**src/rtl/demux_14_collect_pkg.sv**
```systemverilog
// Shared constants and types for the 4-lane collector and its mux/tester neighbours.
//   LANES     : number of output lanes in a group
//   DEF_WIDTH : default beat/lane width shared with the upstream mux
//   lane_t    : lane index / fill pointer type
package demux_14_collect_pkg;

    localparam int unsigned LANES     = 4;
    localparam int unsigned DEF_WIDTH = 4;

    typedef logic [1:0] lane_t;

endpackage

```
**src/rtl/demux_14_collect_if.sv**
```systemverilog
// Stream-in / group-out bundle for demux_14_collect.
//   data_in, valid_in   : serialized beat from the upstream mux
//   flush, align        : commit partial group / restart at lane 0
//   data_0..3, valid_0..3, group_valid, fill_cnt : committed group and fill level
// master drives the stream and observes the group; slave is the collector.
interface demux_14_collect_if
    import demux_14_collect_pkg::*;
#(
    parameter int unsigned WIDTH = DEF_WIDTH
);
    logic [WIDTH-1:0] data_in;
    logic             valid_in;
    logic             flush;
    logic             align;
    logic [WIDTH-1:0] data_0;
    logic [WIDTH-1:0] data_1;
    logic [WIDTH-1:0] data_2;
    logic [WIDTH-1:0] data_3;
    logic             valid_0;
    logic             valid_1;
    logic             valid_2;
    logic             valid_3;
    logic             group_valid;
    lane_t            fill_cnt;

    modport master (
        output data_in, valid_in, flush, align,
        input  data_0, data_1, data_2, data_3,
        input  valid_0, valid_1, valid_2, valid_3, group_valid, fill_cnt
    );

    modport slave (
        input  data_in, valid_in, flush, align,
        output data_0, data_1, data_2, data_3,
        output valid_0, valid_1, valid_2, valid_3, group_valid, fill_cnt
    );

endinterface

```
**src/rtl/demux_14_stage.sv**
```systemverilog
// One staging lane: holds a beat and its filled flag until the group commits.
//   clk, reset : clock, async active-high reset
//   we, d      : write d into the lane and mark it filled
//   clr        : empty the lane (write wins so align can refill lane 0 at once)
//   q, filled  : staged beat and filled flag
module demux_14_stage #(
    parameter int unsigned WIDTH = 4
) (
    input  logic             clk,
    input  logic             reset,
    input  logic             we,
    input  logic             clr,
    input  logic [WIDTH-1:0] d,
    output logic [WIDTH-1:0] q,
    output logic             filled
);

    always_ff @(posedge clk or posedge reset) begin
        if (reset) begin
            q      <= '0;
            filled <= 1'b0;
        end else if (we) begin
            q      <= d;
            filled <= 1'b1;
        end else if (clr) begin
            q      <= '0;
            filled <= 1'b0;
        end
    end

endmodule

```
**src/rtl/demux_14_collect.sv**
```systemverilog
// Reassembles a serialized beat stream into 4-lane groups, presented for one cycle per commit.
//   clk, reset : clock, async active-high reset
//   bus        : demux_14_collect_if slave (stream in, registered group out, fill_cnt)
// The 4th beat and a beat arriving with flush go straight to the output register and are
// never staged, so the next group can start in the very next cycle.
module demux_14_collect
    import demux_14_collect_pkg::*;
#(
    parameter int unsigned WIDTH = DEF_WIDTH
) (
    input  logic                 clk,
    input  logic                 reset,
    demux_14_collect_if.slave    bus
);

    lane_t            ptr_q, ptr_d;
    logic [LANES-1:0] mask;
    logic [LANES-1:0] we;
    logic [LANES-1:0] beat_hit;
    logic             clr;
    logic             commit;
    logic [WIDTH-1:0] stage [LANES];

    logic [WIDTH-1:0] data_q  [LANES];
    logic [LANES-1:0] valid_q;
    logic             group_valid_q;

    always_comb begin
        beat_hit         = '0;
        beat_hit[ptr_q]  = bus.valid_in;
        // align overrides everything, including a simultaneous flush
        commit = !bus.align
            && ((bus.valid_in && (ptr_q == lane_t'(LANES - 1)))
                || (bus.flush && ((|mask) || bus.valid_in)));
        clr    = bus.align || commit;
        for (int k = 0; k < LANES; k++) begin
            if (bus.align) begin
                we[k] = bus.valid_in && (k == 0);
            end else begin
                we[k] = bus.valid_in && !commit && (ptr_q == lane_t'(k));
            end
        end
        ptr_d = ptr_q;
        if (bus.align) begin
            ptr_d = bus.valid_in ? lane_t'(1) : lane_t'(0);
        end else if (commit) begin
            ptr_d = '0;
        end else if (bus.valid_in) begin
            ptr_d = ptr_q + lane_t'(1);
        end
    end

    for (genvar g = 0; g < LANES; g++) begin : g_stage
        demux_14_stage #(
            .WIDTH (WIDTH)
        ) u_stage (
            .clk    (clk),
            .reset  (reset),
            .we     (we[g]),
            .clr    (clr),
            .d      (bus.data_in),
            .q      (stage[g]),
            .filled (mask[g])
        );
    end

    always_ff @(posedge clk or posedge reset) begin
        if (reset) begin
            ptr_q         <= '0;
            valid_q       <= '0;
            group_valid_q <= 1'b0;
            for (int k = 0; k < LANES; k++) begin
                data_q[k] <= '0;
            end
        end else begin
            ptr_q         <= ptr_d;
            group_valid_q <= commit;
            for (int k = 0; k < LANES; k++) begin
                valid_q[k] <= commit && (mask[k] || beat_hit[k]);
                if (commit) begin
                    if (mask[k]) begin
                        data_q[k] <= stage[k];
                    end else if (beat_hit[k]) begin
                        data_q[k] <= bus.data_in;
                    end else begin
                        data_q[k] <= '0;
                    end
                end
            end
        end
    end

    assign bus.data_0      = data_q[0];
    assign bus.data_1      = data_q[1];
    assign bus.data_2      = data_q[2];
    assign bus.data_3      = data_q[3];
    assign bus.valid_0     = valid_q[0];
    assign bus.valid_1     = valid_q[1];
    assign bus.valid_2     = valid_q[2];
    assign bus.valid_3     = valid_q[3];
    assign bus.group_valid = group_valid_q;
    assign bus.fill_cnt    = ptr_q;

endmodule

```
**src/flat_wrapper.sv**
```systemverilog
// flat-port wrapper written by rule: the top's interface ports become plain ports
module demux_14_collect_flat import demux_14_collect_pkg::*;
#(
    parameter int unsigned WIDTH = DEF_WIDTH
)
  (clk, reset, bus_data_in, bus_valid_in, bus_flush, bus_align, bus_data_0, bus_data_1, bus_data_2, bus_data_3, bus_valid_0, bus_valid_1, bus_valid_2, bus_valid_3, bus_group_valid, bus_fill_cnt);
  demux_14_collect_if #(.WIDTH(WIDTH)) bus_i ();
  input  logic clk;
  input  logic reset;
  input wire logic [$bits(bus_i.data_in)-1:0] bus_data_in;
  input wire logic [$bits(bus_i.valid_in)-1:0] bus_valid_in;
  input wire logic [$bits(bus_i.flush)-1:0] bus_flush;
  input wire logic [$bits(bus_i.align)-1:0] bus_align;
  output wire logic [$bits(bus_i.data_0)-1:0] bus_data_0;
  output wire logic [$bits(bus_i.data_1)-1:0] bus_data_1;
  output wire logic [$bits(bus_i.data_2)-1:0] bus_data_2;
  output wire logic [$bits(bus_i.data_3)-1:0] bus_data_3;
  output wire logic [$bits(bus_i.valid_0)-1:0] bus_valid_0;
  output wire logic [$bits(bus_i.valid_1)-1:0] bus_valid_1;
  output wire logic [$bits(bus_i.valid_2)-1:0] bus_valid_2;
  output wire logic [$bits(bus_i.valid_3)-1:0] bus_valid_3;
  output wire logic [$bits(bus_i.group_valid)-1:0] bus_group_valid;
  output wire logic [$bits(bus_i.fill_cnt)-1:0] bus_fill_cnt;
  assign bus_i.data_in = bus_data_in;
  assign bus_i.valid_in = bus_valid_in;
  assign bus_i.flush = bus_flush;
  assign bus_i.align = bus_align;
  assign bus_data_0 = bus_i.data_0;
  assign bus_data_1 = bus_i.data_1;
  assign bus_data_2 = bus_i.data_2;
  assign bus_data_3 = bus_i.data_3;
  assign bus_valid_0 = bus_i.valid_0;
  assign bus_valid_1 = bus_i.valid_1;
  assign bus_valid_2 = bus_i.valid_2;
  assign bus_valid_3 = bus_i.valid_3;
  assign bus_group_valid = bus_i.group_valid;
  assign bus_fill_cnt = bus_i.fill_cnt;
  demux_14_collect #(.WIDTH(WIDTH)) u_core (.clk(clk), .reset(reset), .bus(bus_i));
endmodule
```
**config.mk**
```make
export PLATFORM = sky130hd
export DESIGN_NAME = demux_14_collect_flat
export DESIGN_NICKNAME = d
export VERILOG_FILES = /design/src/rtl/demux_14_collect_pkg.sv /design/src/rtl/demux_14_collect_if.sv /design/src/rtl/demux_14_stage.sv /design/src/rtl/demux_14_collect.sv /design/src/flat_wrapper.sv
export SDC_FILE = /design/constraint.sdc
export NUM_CORES = 1
export LEC_CHECK = 0
export ABC_AREA = 0
export ABC_CLOCK_PERIOD_IN_PS = 1800
export BUFFER_PORTS_ARGS = -buffer_cell sky130_fd_sc_hd__buf_2
export CAP_MARGIN = 30
export CORE_ASPECT_RATIO = 0.6
export CORE_MARGIN = 2
export CORE_UTILIZATION = 55
export DETAILED_ROUTE_END_ITERATION = 8
export GPL_TIMING_DRIVEN = 0
export HOLD_SLACK_MARGIN = 0.02
export PLACE_DENSITY = 0.83
export SETUP_SLACK_MARGIN = 0.4
export SLEW_MARGIN = 0
export SYNTH_ARGS = -nofsm -noshare
export SYNTH_HDL_FRONTEND = slang
export SYNTH_SLANG_ARGS = --single-unit
```
**constraint.sdc**
```tcl
create_clock -name clk -period 1.8 [get_ports clk]
set_input_delay 0.36 -clock clk [delete_from_list [all_inputs] [get_ports clk]]
set_output_delay 0.36 -clock clk [all_outputs]
set_load 0.02 [all_outputs]
```
## Word-level counts from Yosys, hierarchy flattened

Index checks and enable logic that the tools add are counted.
Widths: inputs -> output; s select.

| operators by class | value |
|---|---|
| add/sub/neg operators | 1 |
| magnitude comparators | 2 |
| bitwise gates (word level) | 1 |
| reduce and logical (&&, ||, !) cells | 29 |
| multiplexer cells | 28 |
| equal/unequal tests | 3 |

Operator list:

| kind | number |
|---|---|
| $mux 4 | 13 |
| $logic_and 1x1->1 | 13 |
| $mux 1 | 11 |
| $reduce_bool 2->1 | 4 |
| $logic_or 1x1->1 | 7 |
| $mux 2 | 3 |
| $and 4x4->4 | 1 |
| $eq 2x2->1 const B | 2 |
| $reduce_or 4->1 | 1 |
| $lt 2x3->1 const B | 1 |
| $reduce_bool 3->1 | 1 |
| $add 2x1->2 const B | 1 |
| $demux 1 s2 | 1 |
| $eq 2x1->1 const B | 1 |
| $ge 2x1->1 const B | 1 |
| $logic_not 1->1 | 2 |
| $logic_not 2->1 | 1 |

| word-level totals | value |
|---|---|
| register bits | 43 |
| output and inout port bits | 23 |
| input port bits | 9 |
| logic and storage cells | 79 |

## Longest topological paths before layout

Gate-level depths: netlist of the first run.

| logic depth | value |
|---|---|
| word-level depth | 10 |
| depth in mapped cells | 6 |
| depth with buffers taken out | 5 |

## Hierarchy

A second synthesis of the first run with hierarchy kept.

| unflattened totals | value |
|---|---|
| cells, all modules | 197 |
| area total of the unflattened synthesis | 2103.3 µm² |

By module, submodules not included:

| module | times used | cells each | area an instance (µm²) |
|---|---|---|---|
| demux_14_collect | 1 | 129 | 1322.5 |
| demux_14_stage | 4 | 17 | 195.2 |

## Least setup slack after synthesis of the first run

OpenSTA, ideal clock, no wires.

| path | value |
|---|---|
| path kind | register -> register |
| start | register u_core.ptr_q[1] (netlist: u_core.bus.fill_cnt[1]) |
| end | register u_core.data_q (netlist bit u_core.bus.data_0[1]) |
| arrival | 1.703 ns |
| setup slack | -0.028 ns |
| period minus slack after synthesis | 1.828 ns |
| cell stages (with the launch flop) | 7 |
| path through | dfrtp_1 ha_1 buf_2 a21oi_1 a211oi_2 buf_6 mux2_4 |

| between the ends | value |
|---|---|
| cells in the longest elaborated chain, start to end | 7 |

RTL lines:

| item | line | RTL |
|---|---|---|
| from (decl) | demux_14_collect.sv:16 | `lane_t ptr_q, ptr_d;` |
| from (signal assigned) | demux_14_collect.sv:76 | `ptr_q <= ptr_d;` |
| $lt 2x3->1 (not written as such) / $ge 2x1->1 (equally long branches) | demux_14_collect.sv:30 | `beat_hit[ptr_q] = bus.valid_in;` |
| $logic_and 1x1->1 (not written as such) | demux_14_collect.sv:30 |  |
| $mux 1 (not written as such) | demux_14_collect.sv:30 |  |
| $demux 1 s2 | - |  |
| $and 4x4->4 (no line) | - |  |
| $mux 4 | demux_14_collect.sv:83 | `end else if (beat_hit[k]) begin` |
| $mux 4 | demux_14_collect.sv:81 | `if (mask[k]) begin` |
| to (signal, indexed assignment) | demux_14_collect.sv:82 | `data_q[k] <= stage[k];` |
| to (signal, indexed assignment) | demux_14_collect.sv:84 | `data_q[k] <= bus.data_in;` |
| to (decl) | demux_14_collect.sv:24 | `logic [WIDTH-1:0] data_q [LANES];` |

Parallel ways exist; a longest one is shown, timed or not.
A chain may end at the register's enable or synchronous reset.

## Worst setup path after layout of the first run

| path | value |
|---|---|
| start | register u_core.ptr_q[1] (netlist: u_core.bus.fill_cnt[1]) |
| end | register u_core.data_q (netlist bit u_core.bus.data_3[3]) |

RTL lines:

| item | line | RTL |
|---|---|---|
| $eq 2x2->1 | demux_14_collect.sv:33 | `&& ((bus.valid_in && (ptr_q == lane_t'(LANES - 1)))` |
| $logic_and 1x1->1 | demux_14_collect.sv:33 |  |
| $logic_or 1x1->1 | demux_14_collect.sv:34 | `\|\| (bus.flush && ((\|mask) \|\| bus.valid_in)));` |
| $logic_and 1x1->1 | demux_14_collect.sv:33 |  |
| named net u_core.commit | demux_14_collect.sv:21 | `logic commit;` |

The timed path passes the listed nets, and every way through them passes these cells.

==> reports/qor.txt, run 1 <==
Area Growth Syn to Fin: 34.9%
row cnt: 17
sequential element share of the synthesized area: 53.2%
maxcap violations: 0
FFs w/ async S/R, synth: 100%
CP Launch Point: u_core.bus.fill_cnt[1]
GP Congestion: 0.855
Die Width: 82.3 um
DR pass1 iterations: 4
pin slew with the least headroom to its limit: 0.888 ns
number of synthesized register bits: 43
Leak: 1.25 nW
vias per cell: 5.66
CP dominant cell by count: buf_6
H-tree Lvls: 2
Crit path buffers/inverters: 2
DRT antenna net count: 0
CP arrival: 1.85 ns
Post-synth EDFFs: 0
vias in the first global route: 1571
critical path class: flop to flop
largest net degree at the start of global routing: 44
via count: 1614
CTS tree: built
nets: 251
I/O pins: 32
RSZ-0062 raised after global routing: true
Synth Instances: 183
critical path data required time: 1.99 ns
Core Region: 3590 um2
Sink Count: 43
initial antenna violation count: 0
post-route clock period utilization: 92.3%
slowest CP cell: dfrtp_2
Worst setup EP type: flop
max-slew violation count: 0
ratio of cells with drive above 1 in the final layout: 49.2%
final wirelength: 5130 um
Mapped Nets: 196
family with the most delay on the worst path: compound AO/OA/AOI/OAI gates
ys flop type: dfrtp_1
ANT cells: 0
CP Depth: 6
first-pass GRT wire length: 7900 um
Max Root-Sink Buffers: 2
syn avg cell area: 11.0 um2
Finished Layout Cells: 285
reg2reg start: u_core.bus.fill_cnt[1]
Hold WS: 0.240 ns
Crit Reg-Reg Endpoint: u_core.bus.data_3[3]
Root Driver: clkbuf_8
Pwr Total: 2.16 mW
Tot GR Track Use: 26.5%
unique cell type count in the Yosys netlist: 27
DP Wirelength: 2870 um
worst skew pair latency: 0.30 ns
clock-pin slew on the worst setup and hold paths: 0.08 ns
max incr delay on CP: 0.39 ns
PwrDens: 792 nW/um2
# DRC: 0
GR Overflow Total: 0
Initial Util: 56.2%
Worst setup endpoint: u_core.bus.data_3[3]
crit path cell chain: ha_4 -> buf_6 -> a21oi_4 -> a211oi_4 -> buf_6 -> mux2_4
yosys warns: 0
Fin Clk Skew: 0.00608 ns
crit path max fanout: 5
cell count after placement: 260
Slew HR: 40.7%
Hold Vio Cnt, Final: 0
Worst Hold Class: input port to asynchronous set/reset pin
status: finished, final reports clean
final setup vio count: 0
reg2reg path depth: 6
synthesized cell area: 2020 um2
Detailed Route Iter0 Violations: 131
Die Area: 4190 um2
TritonCTS Buffers: 5
cts hold-fix bufs: 0
post-layout min period: 1.66 ns
R2R Setup Slk: 0.14 ns
Worst VDD drop: 0.477 mV
Achievable Freq: 0.602 GHz
die height: 51.0 um
# port buffers: 30
crit path launch type: flop
wire length per cell: 18.0 um
layer usage:
layer | share of wire [%] | track usage [%]
met1 | 42 | 38.1
met2 | 47 | 37.8
met3 | 9.3 | 8.30
met4 | 1.7 | 9.17
met5 | 0 | 0
cell usage after synthesis (2+ instances only):
cell        n  area share, %
buf_4       2           0.74
nor3b_1     2           0.74
a21oi_1    13            3.2
a211oi_2    2            1.2
buf_2       3           0.74
mux2_4     16             12
o21ai_0    17            4.2
clkbuf_2    3           0.74
dfrtp_1    43             53
nor2b_1     6            1.9
nor2_1      3           0.56
ha_1        4            2.5
buf_6       3            1.7
o2bb2ai_1   4            1.7
nand2_1    31            5.8
nand3_1    16            4.0
inv_1       5           0.93
registers in the layout (all words and copies together), names as in the netlist:
| name | cells |
|---|---|
| u_core.bus.data_2 | 4 |
| u_core.bus.data_1 | 4 |
| u_core.g_stage.u_stage.q | 16 |
| u_core.g_stage.u_stage.filled | 4 |
| u_core.valid_q | 4 |
| u_core.bus.fill_cnt | 2 |
| u_core.bus.data_3 | 4 |
| u_core.bus.data_0 | 4 |
| u_core.bus.group_valid | 1 |
cell families (layout without fill, tap and decap cells):
logic type                 after synthesis  count (layout)  share of synthesized area (%)
AOI/OAI and AO/OA                       39              39                           11.8
buffers and inverters                   17              72                           5.01
and+or+nand+nor                         63              63                           15.1
adders and majority gates                4               4                           2.48
muxes                                   17              17                           12.4
DFF                                     43              43                           53.2
worst min path at each step:
stage / from / endpoint / slack, ns / cells after the start
finish: reset / u_core.bus.data_0[0] / 0.24 / 2
global route: reset / u_core.bus.data_0[0] / 0.32 / 2
CTS: reset / u_core.bus.data_2[1] / 0.28 / 2
detailed placement: u_core.bus.data_1[2] / u_core.bus.data_1[2] / 0.49 / 1
global placement: u_core.g_stage[3].u_stage.q[0] / u_core.g_stage[3].u_stage.q[0] / 0.48 / 1
floorplan: u_core.g_stage[3].u_stage.q[0] / u_core.g_stage[3].u_stage.q[0] / 0.46 / 1
stage by stage:
step	setup WS (ns)	utilization [%]	area, um2	TNS [ns]
5_1_grt	0.0782	75.9	2730	0
4_1_cts	0.150	72.8	2620	0
3_3_place_gp	-0.190	63.0	2260	-2.95
6_report	0.139	75.9	2730	0
3_5_place_dp	0.0593	63.0	2260	0
2_1_floorplan	0.196	-	2050	0
what timing repair did:
action,CTS,global route
resized for setup,36,21
pin swaps,9,4
gates cloned,3,0
setup buffers,13,2
setup endpoints to repair,38,44
layout make-up:
type                    instances  area, um2
clock buffers                   7       76.3
flip-flops and latches         43       1080
well taps                      47       58.8
fillers                       227        867
repair buffers                 48        337
plain buffers                  12       92.6
multi-input cells             123       1070
inverters                       5       18.8
layout by cell type (no fill, tap or decap):
| cell type | n |
|---|---|
| mux2i_1 | 1 |
| nor3_1 | 1 |
| o2bb2ai_4 | 3 |
| mux2_4 | 16 |
| o21a_2 | 1 |
| a22o_1 | 1 |
| a31oi_4 | 1 |
| ha_2 | 1 |
| a21oi_1 | 2 |
| a21oi_2 | 10 |
| nor2b_4 | 3 |
| ha_1 | 1 |
| clkbuf_1 | 3 |
| inv_2 | 3 |
| dfrtp_1 | 41 |
| nor2b_1 | 3 |
| a211oi_4 | 2 |
| buf_12 | 1 |
| buf_2 | 32 |
| o2bb2ai_2 | 1 |
| a21oi_4 | 1 |
| nand3_1 | 16 |
| nand2b_1 | 1 |
| nor3b_2 | 2 |
| nand2_1 | 30 |
| clkbuf_2 | 1 |
| dfrtp_2 | 2 |
| nand2_2 | 1 |
| inv_1 | 2 |
| o21ai_0 | 16 |
| buf_6 | 14 |
| nor4_4 | 1 |
| buf_4 | 11 |
| o21ai_1 | 1 |
| ha_4 | 2 |
| or3_1 | 1 |
| clkbuf_8 | 5 |
| nor2_4 | 3 |
| and2_1 | 1 |
report_power, final:
part	leakage (nW)	internal [mW]	switching (mW)
Combinational	0.630	0.227	0.292
Clock	0.0383	0.267	0.320
Sequential	0.584	1.02	0.0314
Power figures use the tool's default switching activity.
==> run 2: changes to the inputs <==
- ABC_CLOCK_PERIOD_IN_PS: 1800 -> 1350
- CORE_ASPECT_RATIO: 0.6 -> 1.1
- CORE_UTILIZATION: 55 -> 50
- PLACE_DENSITY: 0.83 -> 0.8
- SLEW_MARGIN: 0 -> unset
- clock period: 1.8 -> 1.35 ns (I/O delays scaled with it)
==> reports/qor.txt, run 2 (synthesis results as in run 1) <==
post-layout util: 76.6% (+0.71 points)
commonest non-fill, non-tap cell in the layout: dfrtp_1
Post-Layout Inst Area: 3010 um2 (+10%)
nets: 272 (+8.4%)
vias per cell: 5.72 (+0.95%)
reg2reg start: u_core.bus.fill_cnt[0]
Top reg by flops: u_core.g_stage.u_stage.q
area occupied by multi-input gates: 1030 um2 (-2.9%)
GR Overflow Total: 0 (unchanged)
TritonCTS Buffers: 5 (unchanged)
Worst Hold Class: input port to asynchronous set/reset pin
reg2reg path depth: 8 (+2)
Post-DP Area: 2280 um2 (+0.83%)
worst skew pair latency: 0.30 ns (about the same)
commonest non-fill, non-tap cells in the layout: dfrtp_1, buf_6, buf_4, nand2_1, o21ai_0
Achievable Freq: 0.580 GHz (-3.6%)
DP Worst Slack: -0.312 ns (-0.371 ns)
ANT cells: 0 (unchanged)
Fill cells: 223 (-1.8%)
# DRC: 0 (unchanged)
largest net degree at the start of global routing: 44 (unchanged)
Largest register FFs: 16 (unchanged)
failing checks: setup timing
DRT antenna net count: 0 (unchanged)
DR pass1 iterations: 5 (+1)
DP Wirelength: 2750 um (-4.3%)
row cnt: 24 (+7)
pin slew with the least headroom to its limit: 0.919 ns (+0.0319 ns)
die height: 70.7 um (+39%)
H-tree Lvls: 2 (unchanged)
max-slew violation count: 0 (unchanged)
final wirelength: 6060 um (+18%)
Worst setup EP type: flop
post-layout min period: 1.72 ns (+0.0629 ns)
Slew HR: 38.6% (-2.2 points)
Root Driver: clkbuf_8
clock-pin slew on the worst setup and hold paths: 0.08 ns (about the same)
crit path max fanout: 5 (unchanged)
Area Growth Syn to Fin: 49.0%
Initial Util: 51.4% (-4.8 points)
cts hold-fix bufs: 0 (unchanged)
area occupied by registers: 1080 um2 (unchanged)
Tot GR Track Use: 23.0% (-3.5 points)
Hold WS: 0.140 ns (-0.0999 ns)
RSZ-0062 raised after global routing: true
PwrDens: 1030 nW/um2 (+30%)
I/O pins: 32 (unchanged)
critical path class: flop to flop
# port buffers: 30 (unchanged)
critical path data required time: 1.57 ns (-0.42 ns)
crit path launch type: flop
final setup vio count: 43 (+43)
GP Congestion: 0.763 (-11%)
post-route clock period utilization: 128% (+35 points)
status: finished with violations
Die Width: 64.6 um (-21%)
Hold Vio Cnt, Final: 0 (unchanged)
first-pass GRT wire length: 7910 um (+0.18%)
setup ws final: -0.374 ns (-0.513 ns)
wire length per cell: 19.5 um (+8.2%)
Crit Reg-Reg Endpoint: u_core.g_stage[0].u_stage.q[1]
Detailed Route Iter0 Violations: 219 (+67%)
R2R Setup Slk: -0.37 ns (-0.51 ns)
Sink Count: 43 (unchanged)
CP arrival: 1.94 ns (+0.09 ns)
Core Region: 3930 um2 (+9.4%)
Pwr Total: 3.11 mW (+44%)
Worst VDD drop: 0.703 mV (+47%)
Leak: 1.37 nW (+9.6%)
vias in the first global route: 1658 (+5.5%)
Die Area: 4570 um2 (+9.0%)
Fin Clk Skew: 0.00869 ns (+0.00260 ns)
CTS tree: built
initial antenna violation count: 0 (unchanged)
maxcap violations: 0 (unchanged)
via count: 1778 (+10%)
Max Root-Sink Buffers: 2 (unchanged)
ratio of cells with drive above 1 in the final layout: 54.4% (+5.3 points)
==> run 2: changes by cell type in the layout (fill, tap and decap cells not counted), sizes merged <==
cell	delta
a31oi	+1
buf	+18
clkbuf	+1
clkinv	+1
clkinvlp	+1
inv	-1
==> run 2: layout make-up <==
cell class / instances / area share, %
sequential: 43 / 35.8
multi-input combinational: 124 / 34.3
timing repair buffer: 68 / 20.6
buffer: 12 / 3.24
clock buffer: 6 / 2.74
tap: 52 / 2.16
inverter: 5 / 0.914
clock inverter: 1 / 0.166
==> run 2: per-layer routing <==
layer	track usage, %	wire [um]	share of wire (%)	vias to the layer above
li1	-	-	-	779
met1	28.1	2290	38	867
met2	38.2	3090	51	105
met3	5.25	428	7.1	27
met4	11.6	246	4.1	0
met5	0	0	0	-
==> run 2: critical path: stages (launching register included) <==
cell and delay, ns:
dfrtp_2 0.43, ha_4 0.16, buf_6 0.13, buf_12 0.12
a211oi_4 0.21, buf_6 0.16, a31oi_4 0.06, buf_4 0.18
o2bb2ai_1 0.18
==> run 2: timing repair <==
item                       in CTS  in global routing
setup buffers                  23                 12
pin swaps                       3                  5
setup endpoints to repair      66                 66
gates cloned                    3                  1
gates resized for setup        68                 27
==> run 2: how the worst max path moves through the flow <==
| stage | startpoint | end | cells past startpoint |
|---|---|---|---|
| 2_1_floorplan | u_core.bus.fill_cnt[0] | u_core.bus.data_0[1] | 6 |
| 3_3_place_gp | u_core.bus.fill_cnt[0] | u_core.bus.fill_cnt[1] | 6 |
| 3_5_place_dp | u_core.bus.fill_cnt[0] | u_core.g_stage[1].u_stage.filled | 6 |
| 4_1_cts | u_core.bus.fill_cnt[0] | u_core.bus.data_0[0] | 6 |
| 5_1_grt | u_core.g_stage[0].u_stage.filled | u_core.g_stage[0].u_stage.q[1] | 6 |
| 6_report | u_core.bus.fill_cnt[0] | u_core.g_stage[0].u_stage.q[1] | 8 |
==> run 2: where the power goes <==
| group | switching (mW) | leakage, nW | internal [mW] |
|---|---|---|---|
| logic | 0.426 | 0.741 | 0.427 |
| clock network | 0.442 | 0.0470 | 0.402 |
| registers | 0.0495 | 0.584 | 1.36 |
| total | 0.917 | 1.37 | 2.19 |
==> run 2: stage by stage <==
step,setup TNS (ns),instances
6_report,-10.91,311
5_1_grt,-12.19,311
4_1_cts,-8.35,298
3_5_place_dp,-8.77,265
3_3_place_gp,-8.21,265
2_1_floorplan,-5.49,183
==> run 3: changes to the inputs <==
- ABC_CLOCK_PERIOD_IN_PS: 1350 -> 2050
- CORE_UTILIZATION: 50 -> 55
- PLACE_DENSITY: 0.8 -> 0.83
- clock period: 1.35 -> 2.05 ns (I/O delays scaled with it)
==> reports/qor.txt, run 3 (synthesis results as in run 1) <==
wire length on met1: 1820 um (-20%)
vias per cell: 5.49 (-4.0%)
clock-pin slew on the worst setup and hold paths: 0.08 ns (about the same)
Worst VDD drop: 0.515 mV (-27%)
max-slew violation count: 0 (unchanged)
wire length per cell: 15.6 um (-20%)
Worst Hold Class: input port to asynchronous set/reset pin
TritonCTS Buffers: 5 (unchanged)
Hold Vio Cnt, Final: 0 (unchanged)
final setup vio count: 0 (-100%)
Tot GR Track Use: 24.0% (+1.0 points)
Fill cells: 255 (+14%)
via count: 1564 (-12%)
CP arrival: 1.85 ns (-0.09 ns)
nets: 247 (-9.2%)
crit path launch type: flop
critical path class: flop to flop
critical path data required time: 2.24 ns (+0.67 ns)
RSZ-0062 raised after global routing: true
Max Root-Sink Buffers: 2 (unchanged)
Die Width: 61.8 um (-4.4%)
Detailed Route Iter0 Violations: 88 (-60%)
PwrDens: 778 nW/um2 (-25%)
status: finished, final reports clean
die height: 67.6 um (-4.4%)
# port buffers: 30 (unchanged)
initial antenna violation count: 0 (unchanged)
Fin Clk Skew: 0.00627 ns (-0.00242 ns)
Largest register FFs: 16 (unchanged)
DP Wirelength: 2720 um (-1.0%)
ANT cells: 0 (unchanged)
setup ws final: 0.392 ns (+0.767 ns)
Initial Util: 56.2% (+4.8 points)
Post-Layout Inst Area: 2540 um2 (-16%)
Hold WS: 0.282 ns (+0.142 ns)
GP Congestion: 0.864 (+13%)
Top reg by flops: u_core.g_stage.u_stage.q
cell count after placement: 263 (-0.75%)
Pwr Total: 1.98 mW (-36%)
pin slew with the least headroom to its limit: 0.870 ns (-0.0495 ns)
DR pass1 iterations: 4 (-1)
reg2reg path depth: 7 (-1)
Setup TNS: 0 ns (+10.91 ns)
largest net degree at the start of global routing: 44 (unchanged)
ratio of cells with drive above 1 in the final layout: 37.9% (-17 points)
Slew HR: 41.9% (+3.3 points)
top sig layer: met4
crit path max fanout: 5 (unchanged)
H-tree Lvls: 2 (unchanged)
DRT antenna net count: 0 (unchanged)
GR Overflow Total: 0 (unchanged)
commonest non-fill, non-tap cells in the layout: dfrtp_1, buf_2, nand2_1
Met2 Wirelength: 2320 um (-25%)
Finished Layout Cells: 285 (-8.4%)
post-layout util: 70.7% (-5.9 points)
post-route clock period utilization: 80.9% (-47 points)
CTS tree: built
commonest non-fill, non-tap cell in the layout: dfrtp_1
Area Growth Syn to Fin: 25.8%
vias in the first global route: 1502 (-9.4%)
metal3 WL: 212 um (-50%)
Die Area: 4180 um2 (-8.6%)
Leak: 1.22 nW (-11%)
worst skew pair latency: 0.30 ns (about the same)
area occupied by multi-input gates: 887 um2 (-14%)
Crit Reg-Reg Endpoint: u_core.bus.data_1[2]
R2R Setup Slk: 0.39 ns (+0.77 ns)
Core Region: 3600 um2 (-8.6%)
Root Driver: clkbuf_8
I/O pins: 32 (unchanged)
Achievable Freq: 0.603 GHz (+4.0%)
final wirelength: 4430 um (-27%)
area occupied by registers: 1080 um2 (unchanged)
Worst setup EP type: flop
reg2reg start: u_core.g_stage[2].u_stage.filled
Sink Count: 43 (unchanged)
post-layout min period: 1.66 ns (-0.0666 ns)
DP Worst Slack: 0.249 ns (+0.562 ns)
maxcap violations: 0 (unchanged)
# DRC: 0 (unchanged)
Post-DP Area: 2240 um2 (-1.7%)
row cnt: 23 (-4.2%)
first-pass GRT wire length: 7120 um (-10%)
==> run 3: cell types whose count changed in the layout (fill, tap and decap cells not counted), moves of 10 or more <==
| cell | previous run | this run |
|---|---|---|
| buf_2 | 9 | 32 |
| buf_6 | 36 | 5 |
| a21oi_1 | 2 | 12 |
| buf_4 | 30 | 12 |
| a21oi_2 | 10 | 0 |
==> run 3: power breakdown <==
part	leakage [nW]	total (mW)	internal (mW)	switching, mW
Combinational	0.576	0.371	0.160	0.211
Sequential	0.584	0.922	0.897	0.0246
Clock	0.0612	0.685	0.394	0.291
Total	1.22	1.98	1.45	0.526
==> run 3: timing repair <==
item,CTS,global route
cloned,2,0
pin swaps,3,1
gates resized for setup,16,2
hold buffers,0,0
setup endpoints to repair,26,27
buffers inserted,8,4
endpoints found under the hold margin,0,0
==> run 3: layout make-up <==
class                           instances  area share, %
Buffer                                 12           4.13
Clock buffer                            6           3.25
Clock inverter                          2           1.38
Inverter                                5          0.738
Multi-Input combinational cell        123           34.9
Sequential cell                        43           42.4
Tap cell                               50           2.46
Timing Repair Buffer                   44           10.8
==> run 3: critical path, cell delays in order (launching register included) <==
cell and delay (ns):
dfrtp_1 0.35, clkbuf_8 0.14, nor4_4 0.03, buf_4 0.15, a211oi_4 0.29, buf_6 0.15
buf_8 0.13, mux2_4 0.30
==> run 3: per-layer routing <==
metal / vias up / global-route usage, %
met5: - / 0
met4: 0 / 8.51
met3: 5 / 5.94
met2: 59 / 39.3
met1: 774 / 30.6
li1: 726 / -
==> run 3: worst max path at each step <==
stage | cells past startpoint | endpoint | start | slack (ns)
2_1_floorplan | 6 | u_core.bus.data_0[1] | u_core.bus.fill_cnt[1] | 0.41
5_1_grt | 7 | u_core.bus.data_1[2] | u_core.g_stage[2].u_stage.filled | 0.35
6_report | 7 | u_core.bus.data_1[2] | u_core.g_stage[2].u_stage.filled | 0.39
4_1_cts | 7 | u_core.bus.data_1[2] | u_core.g_stage[0].u_stage.filled | 0.41
3_3_place_gp | 2 | u_core.bus.fill_cnt[0] | reset | 0.003
3_5_place_dp | 6 | u_core.g_stage[1].u_stage.filled | bus_valid_in | 0.25
